$ cat config.mk
export PLATFORM = sky130hd
export DESIGN_NAME = coherence_bus_ctrl_flat
export DESIGN_NICKNAME = d
export VERILOG_FILES = /design/src/rtl/coherence_bus_ctrl_if.sv /design/src/rtl/coherence_bus_ctrl.sv /design/src/flat_wrapper.sv
export SDC_FILE = /design/constraint.sdc
export NUM_CORES = 1
export LEC_CHECK = 0
export CELL_PAD_IN_SITES_DETAIL_PLACEMENT = 0
export CELL_PAD_IN_SITES_GLOBAL_PLACEMENT = 2
export CORE_AREA = 3 3 195 197
export CTS_CLUSTER_SIZE = 20
export DETAILED_ROUTE_END_ITERATION = 12
export DIE_AREA = 0 0 198 200
export GPL_ROUTABILITY_DRIVEN = 0
export GPL_TIMING_DRIVEN = 0
export HOLD_SLACK_MARGIN = 0.12
export PLACE_DENSITY_LB_ADDON = 0.1
export SYNTH_ARGS = -nofsm -noshare
export SYNTH_HDL_FRONTEND = slang
export SYNTH_SLANG_ARGS = --single-unit
$ cat constraint.sdc
create_clock -name CLK -period 3.45 [get_ports CLK]
set_input_delay 0.345 -clock CLK [delete_from_list [all_inputs] [get_ports CLK]]
set_output_delay 0.345 -clock CLK [all_outputs]
set_load 0.005 [all_outputs]
$ cat src/rtl/coherence_bus_ctrl_if.sv
// rtl/coherence_bus_ctrl_if.sv - cache and RAM signal bundle for the coherence bus controller
interface coherence_bus_ctrl_if #(
  parameter int CPUS = 2
);
  // instruction side, one lane per core
  logic [CPUS-1:0]      iREN;
  logic [CPUS*32-1:0]   iaddr;
  logic [CPUS*32-1:0]   iload;
  logic [CPUS-1:0]      iwait;
  // data side, one lane per core
  logic [CPUS-1:0]      dREN;
  logic [CPUS-1:0]      dWEN;
  logic [CPUS*32-1:0]   daddr;
  logic [CPUS*32-1:0]   dstore;
  logic [CPUS*32-1:0]   dload;
  logic [CPUS-1:0]      dwait;
  // coherence handshake
  logic [CPUS-1:0]      cctrans;
  logic [CPUS-1:0]      ccwrite;
  logic [CPUS-1:0]      ccwait;
  logic [CPUS-1:0]      ccinv;
  logic [CPUS*32-1:0]   ccsnoopaddr;
  // shared RAM port; ramstate encoding FREE=0, BUSY=1, ACCESS=2, ERROR=3
  logic                 ramREN;
  logic                 ramWEN;
  logic [31:0]          ramaddr;
  logic [31:0]          ramstore;
  logic [31:0]          ramload;
  logic [1:0]           ramstate;

  // controller side
  modport slave (
    input  iREN, iaddr, dREN, dWEN, daddr, dstore, cctrans, ccwrite, ramload, ramstate,
    output iload, iwait, dload, dwait, ccwait, ccinv, ccsnoopaddr,
           ramREN, ramWEN, ramaddr, ramstore
  );

  // caches plus RAM model side
  modport master (
    output iREN, iaddr, dREN, dWEN, daddr, dstore, cctrans, ccwrite, ramload, ramstate,
    input  iload, iwait, dload, dwait, ccwait, ccinv, ccsnoopaddr,
           ramREN, ramWEN, ramaddr, ramstore
  );
endinterface

$ cat src/rtl/coherence_bus_ctrl.sv
// rtl/coherence_bus_ctrl.sv - snooping coherence bus controller and round-robin RAM arbiter
module coherence_bus_ctrl #(
  parameter int CPUS        = 2,
  parameter int BLOCK_WORDS = 2
) (
  input logic                 CLK,
  input logic                 nRST,
  coherence_bus_ctrl_if.slave bus
);

  localparam int IW = (CPUS > 1) ? $clog2(CPUS) : 1;
  localparam int CW = $clog2(BLOCK_WORDS) + 1;

  // only ACCESS produces a beat; FREE, BUSY and ERROR all mean "keep waiting"
  localparam logic [1:0]    ACCESS    = 2'd2;
  localparam logic [CW-1:0] LAST_BEAT = CW'(BLOCK_WORDS - 1);
  localparam logic [IW-1:0] LAST_CPU  = IW'(CPUS - 1);

  typedef enum logic [2:0] {IDLE, SNOOP, C2C, DRAM, IRAM} state_t;

  state_t         state;
  logic [IW-1:0]  g;
  logic [IW-1:0]  r;
  logic [IW-1:0]  dptr;
  logic [IW-1:0]  iptr;
  logic [CW-1:0]  cnt;

  logic [31:0]    daddr_w  [CPUS];
  logic [31:0]    dstore_w [CPUS];
  logic [31:0]    iaddr_w  [CPUS];

  logic [CPUS-1:0] dreq_v;
  logic [IW-1:0]   dsel;
  logic [IW-1:0]   isel;
  logic [IW-1:0]   rsel;
  logic            rany;
  logic            greq;
  logic            ireq;
  logic            beat;

  // unpack the per-core word buses so the granted lane can be indexed directly
  for (genvar k = 0; k < CPUS; k++) begin : g_lane
    assign daddr_w[k]  = bus.daddr[k*32 +: 32];
    assign dstore_w[k] = bus.dstore[k*32 +: 32];
    assign iaddr_w[k]  = bus.iaddr[k*32 +: 32];
  end

  // first requester at or after ptr, wrapping modulo CPUS
  function automatic logic [IW-1:0] rr_pick(input logic [CPUS-1:0] req, input logic [IW-1:0] ptr);
    logic [IW-1:0] pick;
    logic          found;
    int            k;
    pick  = '0;
    found = 1'b0;
    for (int i = 0; i < CPUS; i++) begin
      k = int'(ptr) + i;
      if (k >= CPUS) k = k - CPUS;
      if (!found && req[k]) begin
        pick  = IW'(k);
        found = 1'b1;
      end
    end
    return pick;
  endfunction

  // successor of a core index, wrapping modulo CPUS
  function automatic logic [IW-1:0] next_core(input logic [IW-1:0] p);
    return (p == LAST_CPU) ? '0 : p + 1'b1;
  endfunction

  assign dreq_v = bus.dREN | bus.dWEN;
  assign dsel   = rr_pick(dreq_v, dptr);
  assign isel   = rr_pick(bus.iREN, iptr);
  assign greq   = bus.dREN[g] | bus.dWEN[g];
  assign ireq   = bus.iREN[g];
  assign beat   = (bus.ramstate == ACCESS);

  // lowest non-requesting core that reports a dirty hit during the snoop
  always_comb begin
    rsel = '0;
    rany = 1'b0;
    for (int j = 0; j < CPUS; j++) begin
      if (!rany && (IW'(j) != g) && bus.ccwrite[j]) begin
        rsel = IW'(j);
        rany = 1'b1;
      end
    end
  end

  // transaction sequencing, grant bookkeeping and round-robin pointer update
  always_ff @(posedge CLK or negedge nRST) begin
    if (!nRST) begin
      state <= IDLE;
      g     <= '0;
      r     <= '0;
      cnt   <= '0;
      dptr  <= '0;
      iptr  <= '0;
    end else begin
      case (state)
        IDLE: begin
          if (|dreq_v) begin
            g     <= dsel;
            cnt   <= '0;
            state <= bus.cctrans[dsel] ? SNOOP : DRAM;
          end else if (|bus.iREN) begin
            g     <= isel;
            state <= IRAM;
          end
        end
        SNOOP: begin
          if (!greq) begin
            state <= IDLE;
            dptr  <= next_core(g);
          end else if (rany) begin
            r     <= rsel;
            state <= C2C;
          end else begin
            state <= DRAM;
          end
        end
        C2C, DRAM: begin
          if (!greq) begin
            state <= IDLE;
            dptr  <= next_core(g);
          end else if (beat) begin
            cnt <= cnt + 1'b1;
            if (cnt == LAST_BEAT) begin
              state <= IDLE;
              dptr  <= next_core(g);
            end
          end
        end
        IRAM: begin
          if (!ireq || beat) begin
            state <= IDLE;
            iptr  <= next_core(g);
          end
        end
        default: state <= IDLE;
      endcase
    end
  end

  // bus, snoop and RAM drive decoded from the current state; beats release waits combinationally
  always_comb begin
    bus.iwait       = '1;
    bus.dwait       = '1;
    bus.ccwait      = '0;
    bus.ccinv       = '0;
    bus.ccsnoopaddr = '0;
    bus.iload       = '0;
    bus.dload       = '0;
    bus.ramREN      = 1'b0;
    bus.ramWEN      = 1'b0;
    bus.ramaddr     = '0;
    bus.ramstore    = '0;
    case (state)
      SNOOP: begin
        for (int j = 0; j < CPUS; j++) begin
          if (IW'(j) != g) begin
            bus.ccwait[j]             = 1'b1;
            bus.ccinv[j]              = bus.ccwrite[g];
            bus.ccsnoopaddr[j*32 +: 32] = daddr_w[g];
          end
        end
      end
      C2C: begin
        bus.ramWEN   = 1'b1;
        bus.ramaddr  = daddr_w[r];
        bus.ramstore = dstore_w[r];
        for (int j = 0; j < CPUS; j++) begin
          if (IW'(j) != g) begin
            bus.ccwait[j] = 1'b1;
            bus.ccinv[j]  = bus.ccwrite[g];
          end else begin
            bus.dload[j*32 +: 32] = dstore_w[r];
          end
        end
        if (beat) begin
          bus.dwait[g] = 1'b0;
          bus.dwait[r] = 1'b0;
        end
      end
      DRAM: begin
        bus.ramaddr = daddr_w[g];
        if (bus.dWEN[g]) begin
          bus.ramWEN   = 1'b1;
          bus.ramstore = dstore_w[g];
        end else begin
          bus.ramREN = 1'b1;
          for (int j = 0; j < CPUS; j++) begin
            if (IW'(j) == g) bus.dload[j*32 +: 32] = bus.ramload;
          end
        end
        if (beat) bus.dwait[g] = 1'b0;
      end
      IRAM: begin
        bus.ramREN  = 1'b1;
        bus.ramaddr = iaddr_w[g];
        for (int j = 0; j < CPUS; j++) begin
          if (IW'(j) == g) bus.iload[j*32 +: 32] = bus.ramload;
        end
        if (beat) bus.iwait[g] = 1'b0;
      end
      default: ;
    endcase
  end

  // the RAM port is never asked to read and write at once
  a_ram_excl: assert property (@(posedge CLK) disable iff (!nRST) !(bus.ramREN && bus.ramWEN));

  // a cache-to-cache responder is never the requester itself
  a_resp_ne_req: assert property (@(posedge CLK) disable iff (!nRST) (state == C2C) |-> (r != g));

  // the requester is never snooped or invalidated
  a_no_self_snoop: assert property (@(posedge CLK) disable iff (!nRST)
    (state != IDLE) |-> !(bus.ccwait[g] || bus.ccinv[g]));

endmodule

$ cat src/flat_wrapper.sv
// flat-port wrapper written by rule: the top's interface ports become plain ports
module coherence_bus_ctrl_flat 
#(
  parameter int CPUS        = 2,
  parameter int BLOCK_WORDS = 2
)
  (CLK, nRST, bus_iREN, bus_iaddr, bus_dREN, bus_dWEN, bus_daddr, bus_dstore, bus_cctrans, bus_ccwrite, bus_ramload, bus_ramstate, bus_iload, bus_iwait, bus_dload, bus_dwait, bus_ccwait, bus_ccinv, bus_ccsnoopaddr, bus_ramREN, bus_ramWEN, bus_ramaddr, bus_ramstore);
  coherence_bus_ctrl_if #(.CPUS(CPUS)) bus_i ();
  input logic CLK;
  input logic nRST;
  input wire logic [$bits(bus_i.iREN)-1:0] bus_iREN;
  input wire logic [$bits(bus_i.iaddr)-1:0] bus_iaddr;
  input wire logic [$bits(bus_i.dREN)-1:0] bus_dREN;
  input wire logic [$bits(bus_i.dWEN)-1:0] bus_dWEN;
  input wire logic [$bits(bus_i.daddr)-1:0] bus_daddr;
  input wire logic [$bits(bus_i.dstore)-1:0] bus_dstore;
  input wire logic [$bits(bus_i.cctrans)-1:0] bus_cctrans;
  input wire logic [$bits(bus_i.ccwrite)-1:0] bus_ccwrite;
  input wire logic [$bits(bus_i.ramload)-1:0] bus_ramload;
  input wire logic [$bits(bus_i.ramstate)-1:0] bus_ramstate;
  output wire logic [$bits(bus_i.iload)-1:0] bus_iload;
  output wire logic [$bits(bus_i.iwait)-1:0] bus_iwait;
  output wire logic [$bits(bus_i.dload)-1:0] bus_dload;
  output wire logic [$bits(bus_i.dwait)-1:0] bus_dwait;
  output wire logic [$bits(bus_i.ccwait)-1:0] bus_ccwait;
  output wire logic [$bits(bus_i.ccinv)-1:0] bus_ccinv;
  output wire logic [$bits(bus_i.ccsnoopaddr)-1:0] bus_ccsnoopaddr;
  output wire logic [$bits(bus_i.ramREN)-1:0] bus_ramREN;
  output wire logic [$bits(bus_i.ramWEN)-1:0] bus_ramWEN;
  output wire logic [$bits(bus_i.ramaddr)-1:0] bus_ramaddr;
  output wire logic [$bits(bus_i.ramstore)-1:0] bus_ramstore;
  assign bus_i.iREN = bus_iREN;
  assign bus_i.iaddr = bus_iaddr;
  assign bus_i.dREN = bus_dREN;
  assign bus_i.dWEN = bus_dWEN;
  assign bus_i.daddr = bus_daddr;
  assign bus_i.dstore = bus_dstore;
  assign bus_i.cctrans = bus_cctrans;
  assign bus_i.ccwrite = bus_ccwrite;
  assign bus_i.ramload = bus_ramload;
  assign bus_i.ramstate = bus_ramstate;
  assign bus_iload = bus_i.iload;
  assign bus_iwait = bus_i.iwait;
  assign bus_dload = bus_i.dload;
  assign bus_dwait = bus_i.dwait;
  assign bus_ccwait = bus_i.ccwait;
  assign bus_ccinv = bus_i.ccinv;
  assign bus_ccsnoopaddr = bus_i.ccsnoopaddr;
  assign bus_ramREN = bus_i.ramREN;
  assign bus_ramWEN = bus_i.ramWEN;
  assign bus_ramaddr = bus_i.ramaddr;
  assign bus_ramstore = bus_i.ramstore;
  coherence_bus_ctrl #(.CPUS(CPUS), .BLOCK_WORDS(BLOCK_WORDS)) u_core (.CLK(CLK), .nRST(nRST), .bus(bus_i));
endmodule
==> metrics.txt <==
peak supply drop=0.191 mV; most frequent cell after synthesis=and2_1; Die X=198 µm; library cells used by synthesis=49; slew margin rel.=35.8%; CTS tree=yes; Data required, critical path=3.11 ns; synthesized net count=just under 800; worst clock skew=roughly 0.0016 ns; All-Layer GR Usage=16.2%; first-pass GRT wire length=around 48000 µm; final setup margin=0.281 ns; post-route minimum period=3.17 ns; antenna violations before repair=2; buffer and inverter count on the worst path=3; CP Depth=6; Inserted Clock Buffers=3; worst slew pin tran=roughly 0.95 ns; outcome=complete, no violations; Logic pwr share=93.2%; Root Buffer=clkbuf_16; CP arrival=2.82 ns; Starting Density=10.6%; Synth Warn #=0; Die Y=200 µm; CP Capture Type=primary output; Tcrit/Tclk final=91.9%; clk slew on worst S/H paths=~0.040 ns; H-tree depth=1; wire per inst=23.1 µm; Routed Antenna Nets=0; Routed WL=34900 µm; Int Pwr=0.00293 W; switching power share of the total=47.7%; vias=6171; Fill cells=about 4000; crit-path cells=clkdlybuf4s50_1 > nand2b_1 > a211oi_2 > buf_2 > a22o_1 > clkdlybuf4s50_1; critical path fanouts, max=10; Post-Syn Instances=537; RR Startpoint=u_core.state[2]; vias in the first global route=6680; vias per inst=roughly 4.1; final setup vio count=0; Clock Path Buffers=2; Hold Vio Cnt, Final=0; largest net degree at the start of global routing=11; setup TNS=0 ns; P per Cell Area=between 500 and 600 nW/µm²; R2R Setup Slk=~1.8 ns; main area contributors after synthesis=mux2i_1, and2_1, mux2_2, nor2_1, a22o_1; slowest stage cell, crit path=a211oi_2; Setup WS pre-CTS=approximately 0.17 ns; die footprint=around 40000 µm²; I/O Buffers=between 500 and 600; slowest stage delay, CP=0.61 ns; #FFs+latches synth=9; DPL Wire Length=between 20000 and 30000 µm; Antenna Cells=0; Clk Latency, worst-skew pair=0.24 ns; multi-input logic area=3350 µm²; crit path kind=in -> out; Final nets=1284; placeable core area=36400 µm²; async set-reset flop share out of synthesis=100%; total grt overflow=0; RSZ-0062 raised after global routing=false; R2R Path End=u_core.cnt[0]; max-cap check violation count=0; DRC viols=0; sequential power share=3.0%; # IOs=504; std cell rows=70; final max-slew violation count=0; Final Core Density=26.3%; syn_area_per_cell=approximately 7 µm²; layout cells sized above 1=7.76%; Synth area leader=mux2i_1; Clock power frac=3.8%; ys flop type=dfrtp_1; # Post-CTS Setup Buffers=0; most used cell, CP=clkdlybuf4s50_1; post-synthesis sequential area ratio=5.81%; Post-DP Area=9500 µm²; Area growth syn-to-layout=147%; HP Class=in -> async; post-route cell area=9580 µm²; clock sink total=9; cell area after synthesis=a little under 4000 µm²; crit path launch type=input pin; Fmax achieved=~320 MHz; Yosys top cell area share=17.6%; TritonRoute pass-1 iters=4; Reg area=between 200 and 250 µm²; CP top delay family=buffers and inverters; Worst R2R Path Depth=6; DR iter-0 viols=143; Sw Pwr=0.00267 W; leakage=3.77 nW; Post-synth top cells=and2_1, nor2_1, mux2i_1; number of flops mapped to enable cells by yosys=0
-- per-layer routing --
metal | up-vias | track usage, % | routed length (µm)
met5 | - | 0 | 13
met4 | 2 | 1.91 | 452
met3 | 14 | 4.97 | 3100
met2 | 326 | 31.9 | 18300
met1 | 2860 | 17.6 | 13100
li1 | 2969 | - | -
-- power by group through the flow --
stage          registers, W  clock network (W)  logic (W)
6_report           0.000171           0.000210    0.00522
5_1_grt            0.000176           0.000220    0.00564
4_1_cts            0.000171           0.000212    0.00539
3_5_place_dp       0.000172                  0    0.00536
3_3_place_gp       0.000172                  0    0.00544
2_1_floorplan      0.000165                  0    0.00239
-- area by class of cell --
cell class / instances / area share, %
well taps: 468 / 6.11
inverters: 3 / 0.118
clock buffers: 4 / 0.823
flip-flops and latches: 9 / 2.35
plain buffers: 60 / 3.11
repair buffers: 503 / 52.6
multi-input cells: 465 / 34.9
-- cell usage in the layout (no fill, tap or decap), types with 6 or more instances in the layout --
cell type,count
clkdlybuf4s50_1,503
and2_1,99
nor2_1,74
mux2i_1,68
and3_1,34
mux2_2,33
a22o_1,32
a22oi_1,32
o22ai_1,32
clkbuf_1,27
buf_2,15
buf_4,13
dfrtp_1,9
nand2_1,6
nand3_1,6
-- flip-flops by register name (all words and copies together) (netlist names) --
| register | count |
|---|---|
| u_core.iptr | 1 |
| u_core.r | 1 |
| u_core.state | 3 |
| u_core.dptr | 1 |
| u_core.g | 1 |
| u_core.cnt | 2 |
-- worst max-delay path by stage --
| stage | to | from | slack (ns) |
|---|---|---|---|
| finish | bus_ramstore[23] | bus_dWEN[0] | 0.28 |
| global route | bus_ramstore[21] | bus_dWEN[0] | 0.12 |
| CTS | bus_iload[27] | u_core.state[1] | 0.05 |
| detailed placement | bus_ramstore[21] | bus_dWEN[1] | 0.17 |
| global placement | bus_ramstore[21] | bus_dWEN[0] | 0.1 |
| floorplan | bus_dload[24] | u_core.r | 1.69 |
-- kinds of logic (layout without fill, tap and decap cells) --
family / count (synthesis) / after routing / synth area share [%]
buffers and inverters: 63 / 570 / 7.98
AND/OR/NAND/NOR: 243 / 243 / 35.4
adder cells (fa/ha/maj): 1 / 1 / 0.323
flip-flops: 9 / 9 / 5.81
multiplexers: 101 / 101 / 27.2
AO/OA/AOI/OAI: 119 / 119 / 23.2
XOR/XNOR: 1 / 1 / 0.226
-- timing repair --
item                       CTS  global route
hold buffers                 0             0
setup endpoints to repair    1             1
resized for setup            1             1
-- through the flow --
step           hold WS [ns]  cells  total power, W
3_3_place_gp          0.518   1508         0.00561
5_1_grt               0.475   1512         0.00604
2_1_floorplan        0.0494    537         0.00255
6_report              0.431   1512         0.00561
4_1_cts               0.462   1512         0.00577
3_5_place_dp          0.523   1508         0.00554
Power figures use the tool's default switching activity.
